File: src/rtl/piso_pkg.sv
// Shared constants and helpers for the PISO serializer: FSM state encoding and
// a constant-function clog2 for deriving the bit-counter width.
package piso_pkg;

  typedef logic [0:0] state_t;

  localparam state_t ST_IDLE  = 1'b0;
  localparam state_t ST_SHIFT = 1'b1;

  // Number of bits needed to hold values 0..value-1 (0 for value <= 1).
  function automatic int unsigned clog2(input int unsigned value);
    int unsigned res;
    int unsigned rem;
    res = 0;
    rem = (value > 0) ? value - 1 : 0;
    while (rem > 0) begin
      res = res + 1;
      rem = rem >> 1;
    end
    return res;
  endfunction

endpackage

File: src/rtl/piso_serializer_if.sv
// Word-source / serial-link bundle of the PISO serializer. The master drives the
// parallel word and shift controls; the slave (the serializer) drives the stream.
interface piso_serializer_if #(
  parameter int unsigned WIDTH = 8
);

  logic [WIDTH-1:0] din;
  logic             din_valid;
  logic             din_ready;
  logic             msb_first;
  logic             sin;
  logic             shift_en;
  logic             dout;
  logic             dout_valid;
  logic             last;
  logic             busy;

  modport master (
    output din,
    output din_valid,
    output msb_first,
    output sin,
    output shift_en,
    input  din_ready,
    input  dout,
    input  dout_valid,
    input  last,
    input  busy
  );

  modport slave (
    input  din,
    input  din_valid,
    input  msb_first,
    input  sin,
    input  shift_en,
    output din_ready,
    output dout,
    output dout_valid,
    output last,
    output busy
  );

endinterface

File: src/rtl/piso_bit_cnt.sv
// Down-counter tracking bits left in the current word: reloads on load,
// decrements on enable and saturates at zero.
module piso_bit_cnt #(
  parameter int unsigned      CntW    = 3,
  parameter logic [CntW-1:0]  LoadVal = '1
) (
  input  logic clk,
  input  logic rst_n,
  input  logic load,
  input  logic dec,
  output logic zero
);

  logic [CntW-1:0] cnt_q, cnt_d;

  always_comb begin
    cnt_d = cnt_q;
    if (load) begin
      cnt_d = LoadVal;
    end else if (dec && (cnt_q != '0)) begin
      cnt_d = cnt_q - CntW'(1);
    end
  end

  always_ff @(posedge clk) begin
    if (!rst_n) begin
      cnt_q <= '0;
    end else begin
      cnt_q <= cnt_d;
    end
  end

  assign zero = (cnt_q == '0);

endmodule

File: src/rtl/piso_serializer.sv
// Parallel-in serial-out shifter with valid/ready word loading, per-word shift
// direction, stall control and gap-free back-to-back words.
module piso_serializer
  import piso_pkg::*;
#(
  parameter  int unsigned WIDTH = 8,
  localparam int unsigned CNT_W = clog2(WIDTH)
) (
  input logic               clk,
  input logic               rst_n,
  piso_serializer_if.slave  bus
);

  state_t           state_q, state_d;
  logic [WIDTH-1:0] shreg_q, shreg_d;
  logic             dir_q, dir_d;

  logic cnt_zero;
  logic last;
  logic word_end;
  logic ready;
  logic load;
  logic shift;

  assign last     = (state_q == ST_SHIFT) && cnt_zero;
  assign word_end = last && bus.shift_en;
  assign ready    = (state_q == ST_IDLE) || word_end;
  assign load     = bus.din_valid && ready;
  // The final bit of a word is never shifted; the register is reloaded or abandoned.
  assign shift    = (state_q == ST_SHIFT) && bus.shift_en && !cnt_zero;

  piso_bit_cnt #(
    .CntW    (CNT_W),
    .LoadVal (CNT_W'(WIDTH - 1))
  ) u_bit_cnt (
    .clk   (clk),
    .rst_n (rst_n),
    .load  (load),
    .dec   (shift),
    .zero  (cnt_zero)
  );

  always_comb begin
    state_d = state_q;
    if (load) begin
      state_d = ST_SHIFT;
    end else if (word_end) begin
      state_d = ST_IDLE;
    end
  end

  always_comb begin
    shreg_d = shreg_q;
    dir_d   = dir_q;
    if (load) begin
      shreg_d = bus.din;
      dir_d   = bus.msb_first;
    end else if (shift) begin
      if (dir_q) begin
        shreg_d = {shreg_q[WIDTH-2:0], bus.sin};
      end else begin
        shreg_d = {bus.sin, shreg_q[WIDTH-1:1]};
      end
    end
  end

  always_ff @(posedge clk) begin
    if (!rst_n) begin
      state_q <= ST_IDLE;
      shreg_q <= '0;
      dir_q   <= 1'b0;
    end else begin
      state_q <= state_d;
      shreg_q <= shreg_d;
      dir_q   <= dir_d;
    end
  end

  always_comb begin
    bus.dout = 1'b0;
    if (state_q == ST_SHIFT) begin
      bus.dout = dir_q ? shreg_q[WIDTH-1] : shreg_q[0];
    end
  end

  assign bus.dout_valid = (state_q == ST_SHIFT);
  assign bus.busy       = (state_q == ST_SHIFT);
  assign bus.last       = last;
  assign bus.din_ready  = ready;

endmodule

File: src/flat_wrapper.sv
// flat-port wrapper written by rule: the top's interface ports become plain ports
module piso_serializer_flat import piso_pkg::*;
#(
  parameter  int unsigned WIDTH = 8,
  localparam int unsigned CNT_W = clog2(WIDTH)
)
  (clk, rst_n, bus_din, bus_din_valid, bus_msb_first, bus_sin, bus_shift_en, bus_din_ready, bus_dout, bus_dout_valid, bus_last, bus_busy);
  piso_serializer_if #(.WIDTH(WIDTH)) bus_i ();
  input logic clk;
  input logic rst_n;
  input wire logic [$bits(bus_i.din)-1:0] bus_din;
  input wire logic [$bits(bus_i.din_valid)-1:0] bus_din_valid;
  input wire logic [$bits(bus_i.msb_first)-1:0] bus_msb_first;
  input wire logic [$bits(bus_i.sin)-1:0] bus_sin;
  input wire logic [$bits(bus_i.shift_en)-1:0] bus_shift_en;
  output wire logic [$bits(bus_i.din_ready)-1:0] bus_din_ready;
  output wire logic [$bits(bus_i.dout)-1:0] bus_dout;
  output wire logic [$bits(bus_i.dout_valid)-1:0] bus_dout_valid;
  output wire logic [$bits(bus_i.last)-1:0] bus_last;
  output wire logic [$bits(bus_i.busy)-1:0] bus_busy;
  assign bus_i.din = bus_din;
  assign bus_i.din_valid = bus_din_valid;
  assign bus_i.msb_first = bus_msb_first;
  assign bus_i.sin = bus_sin;
  assign bus_i.shift_en = bus_shift_en;
  assign bus_din_ready = bus_i.din_ready;
  assign bus_dout = bus_i.dout;
  assign bus_dout_valid = bus_i.dout_valid;
  assign bus_last = bus_i.last;
  assign bus_busy = bus_i.busy;
  piso_serializer #(.WIDTH(WIDTH)) u_core (.clk(clk), .rst_n(rst_n), .bus(bus_i));
endmodule
File: config.mk
export PLATFORM = sky130hd
export DESIGN_NAME = piso_serializer_flat
export DESIGN_NICKNAME = d
export VERILOG_FILES = /design/src/rtl/piso_pkg.sv /design/src/rtl/piso_serializer_if.sv /design/src/rtl/piso_bit_cnt.sv /design/src/rtl/piso_serializer.sv /design/src/flat_wrapper.sv
export SDC_FILE = /design/constraint.sdc
export NUM_CORES = 1
export LEC_CHECK = 0
export ABC_AREA = 1
export CORE_ASPECT_RATIO = 0.9
export CORE_MARGIN = 2
export CORE_UTILIZATION = 40
export CTS_BUF_LIST = sky130_fd_sc_hd__clkbuf_2
export DETAILED_ROUTE_END_ITERATION = 10
export MAX_ROUTING_LAYER = met4
export PLACE_DENSITY = 0.67
export SYNTH_ARGS = -nofsm -noshare
export SYNTH_HDL_FRONTEND = slang
export SYNTH_SLANG_ARGS = --single-unit
File: constraint.sdc
create_clock -name clk -period 2.1 [get_ports clk]
set_input_delay 0.315 -clock clk [delete_from_list [all_inputs] [get_ports clk]]
set_output_delay 0.315 -clock clk [all_outputs]
set_load 0.005 [all_outputs]
==> results of run 1 <==
==> worst paths after layout <==
path,start,end,cells past startpoint
hold / removal,u_core.shreg_q[1]$_SDFFE_PN0P_,u_core.shreg_q[1]$_SDFFE_PN0P_,2
setup / recovery,u_core.u_bit_cnt.cnt_q[0]$_SDFFE_PN0P_,bus_din_ready,5
hold reg to reg,u_core.shreg_q[1]$_SDFFE_PN0P_,u_core.shreg_q[1]$_SDFFE_PN0P_,2
setup reg to reg,u_core.u_bit_cnt.cnt_q[0]$_SDFFE_PN0P_,u_core.dir_q$_SDFFE_PN0P_,8
==> layout by cell type (no fill, tap or decap) <==
cell and count:
a21oi_1 11, a21oi_4 1, a31oi_1 1, buf_4 3
clkbuf_2 4, clkdlybuf4s50_1 18, clkinv_1 1, dfxtp_1 12
dfxtp_2 1, ha_1 1, ha_4 1, inv_1 18
inv_2 2, nand2_1 40, nand2_2 2, nand3_1 20
nor2_1 1, o21ai_0 7
==> metal layers <==
metal	global-route usage, %	vias up
met5	-	-
met2	30.4	13
met3	6.82	0
li1	-	430
met1	22.6	356
met4	3.24	0
==> critical path: stages, from the launching register on <==
cell and delay, ns:
dfxtp_1 0.33, inv_1 0.13, ha_4 0.18, nand3_1 0.08, nand2_1 0.10, clkdlybuf4s50_1 0.50
==> registers in the layout (all words and copies together) (netlist names) <==
register	cells
u_core.bus.busy	1
u_core.u_bit_cnt.cnt_q	3
u_core.dir_q	1
u_core.shreg_q	8
==> per-stage QoR <==
| step | util [%] | instances | cell area, um2 | setup WS (ns) | power (mW) |
|---|---|---|---|---|---|
| after floorplan | - | 125 | 795 | 0.846 | 0.395 |
| after global placement | 51.6 | 165 | 977 | 0.280 | 0.450 |
| after detailed placement | 51.6 | 165 | 977 | 0.268 | 0.453 |
| after CTS | 52.6 | 169 | 997 | 0.0865 | 0.594 |
| after global routing | 53.3 | 169 | 1010 | 0.0291 | 0.638 |
| final | 53.3 | 169 | 1010 | 0.178 | 0.594 |
==> layout make-up <==
| cell class | instances | share of cell area, % |
|---|---|---|
| clock buffer | 4 | 1.98 |
| sequential | 13 | 25.9 |
| tap | 25 | 3.09 |
| timing repair buffer | 21 | 20.0 |
| multi-input combinational | 85 | 41.2 |
| inverter | 21 | 7.80 |
==> cells by family (layout without fill, tap and decap cells) <==
group	Yosys count	after routing
and+or+nand+nor	63	63
buffers and inverters	27	46
AOI/OAI and AO/OA	20	20
DFF	13	13
adders and majority gates	2	2
==> report_power, final <==
group          internal [mW]  switching [mW]  total [mW]
combinational         0.0802          0.0857       0.166
clock                 0.0505          0.0890       0.139
sequential             0.269          0.0198       0.288
total                  0.399           0.195       0.594
==> what timing repair did <==
item,4_1_cts,5_1_grt
buffers inserted,0,0
setup endpoints to repair,0,2
resized for setup,0,3
==> flow_summary.ini, run 1 <==
[cts]
cts_hold_buffers = 0
tritoncts = built
clk_path_buf_depth = 2
cts.sinks = 13
clkLatencyLatePin_ns = 0.28
path_clk_slew_ns = 0.13
cts_root_buf = clkbuf_2
cts_max_level = 1
numCtsBuffers = 3

[synthesis]
synth_top_area_share_pct = 32.8
synth_compound_area_share_pct = 14.2
synth_flop_cell = dfxtp_1
synthTopCellsByArea = dfxtp_1, nand2_1, nand3_1
synth_xor_area_share_pct = 0
synth_cell_types = 16
synth_mux_area_share_pct = 0
ys_ff_latch = 13
seq_area_frac_synth_pct = 32.8
synthesis.area_um2 = 795
syn_inst = 125
yosys_warnings = 0
synthSimpleGateAreaFrac_pct = 33.5
synth_top_family_by_area = simple AND/OR/NAND/NOR gates
yosysMostFrequentCell = nand2_1
synth_nets = 141
synth.largest_area_cell = dfxtp_1
async_reset_ff_share_pct = 0
avgSynthCellArea_um2 = 6.36
yosys.area_share.adder_pct = 3.15
synthTopCellsByCount = nand2_1, nand3_1, inv_1
synth_edf_count = 0

[drt]
wl_per_cell_um = 11.2
wirelength_mm = 1.89
vias_per_cell = 4.73
drcViolationCount = 0
drtIter0Drc = 17
wl_met1_um = 901
vias = 799
antenna_left = 0
wl_met3_um = 90
dr.pass1.iters = 5
routed.top_layer = met3
wl_met2_um = 898

[global_route]
antenna_found_initial = 0
grt_max_degree = 15
grt_pass1_wl_mm = 3.15
grt_pass1_vias = 736
grt_use_total_pct = 18.7
overflow = 0

[floorplan]
core_area_um2 = 1900
boundaryPins = 19
die_x_um = 51.0
die_y_um = 46.3
die_area_um2 = 2360
initial_core_util_pct = 41.9
rows = 15

[job]
maxCapViolCount = 0

[worst_setup_path]
cp_max_fo = 3
crit_required_ns = 1.78
worstSetupEndpointType = output pin
reg2reg_slack_ns = 0.52
path_class = reg -> out
cp_data_arrival_time_ns = 1.61
critPathLaunchType = register

[power]
leakage_nw = 0.450
powerDensity_nw_per_um2 = 587
peakVddDrop_uv = 446

[placed_design]
place_congestion = 0.856
hpwl_mm = 1.31
portBuffers = 18

[final_layout]
multi_input_area_um2 = 417
n_antenna_cell = 0
register_area_um2 = 262
nets = 161
drive_above_1_share_pct = 9.72
areaGrowthSynthToFinish_pct = 27.2
fillers = 196

[status]
status = finished clean

[sta]
hold_viol_final = 0
skew_ns = 0.00755
whs_ns = 0.493
drv_slew = 0
fin_crit_sh_pct = 91.5
slew_headroom_pct = 80.7
fin_crit_ns = 1.92
max_freq_mhz = 520
setup_tns_ns = 0
finalSetupViolCount = 0
rsz0062_at_grt = no
worst_pin_slew_ns = 0.287

[worst_hold_path]
min_path_type = reg -> reg
(Power assumes the default switching activity.)
==> run 2: changes to the inputs <==
- ABC_CLOCK_PERIOD_IN_PS: not set -> 2100
==> results of run 2 <==
No change in the layout: final DEF, timing and power equal those of run 1.
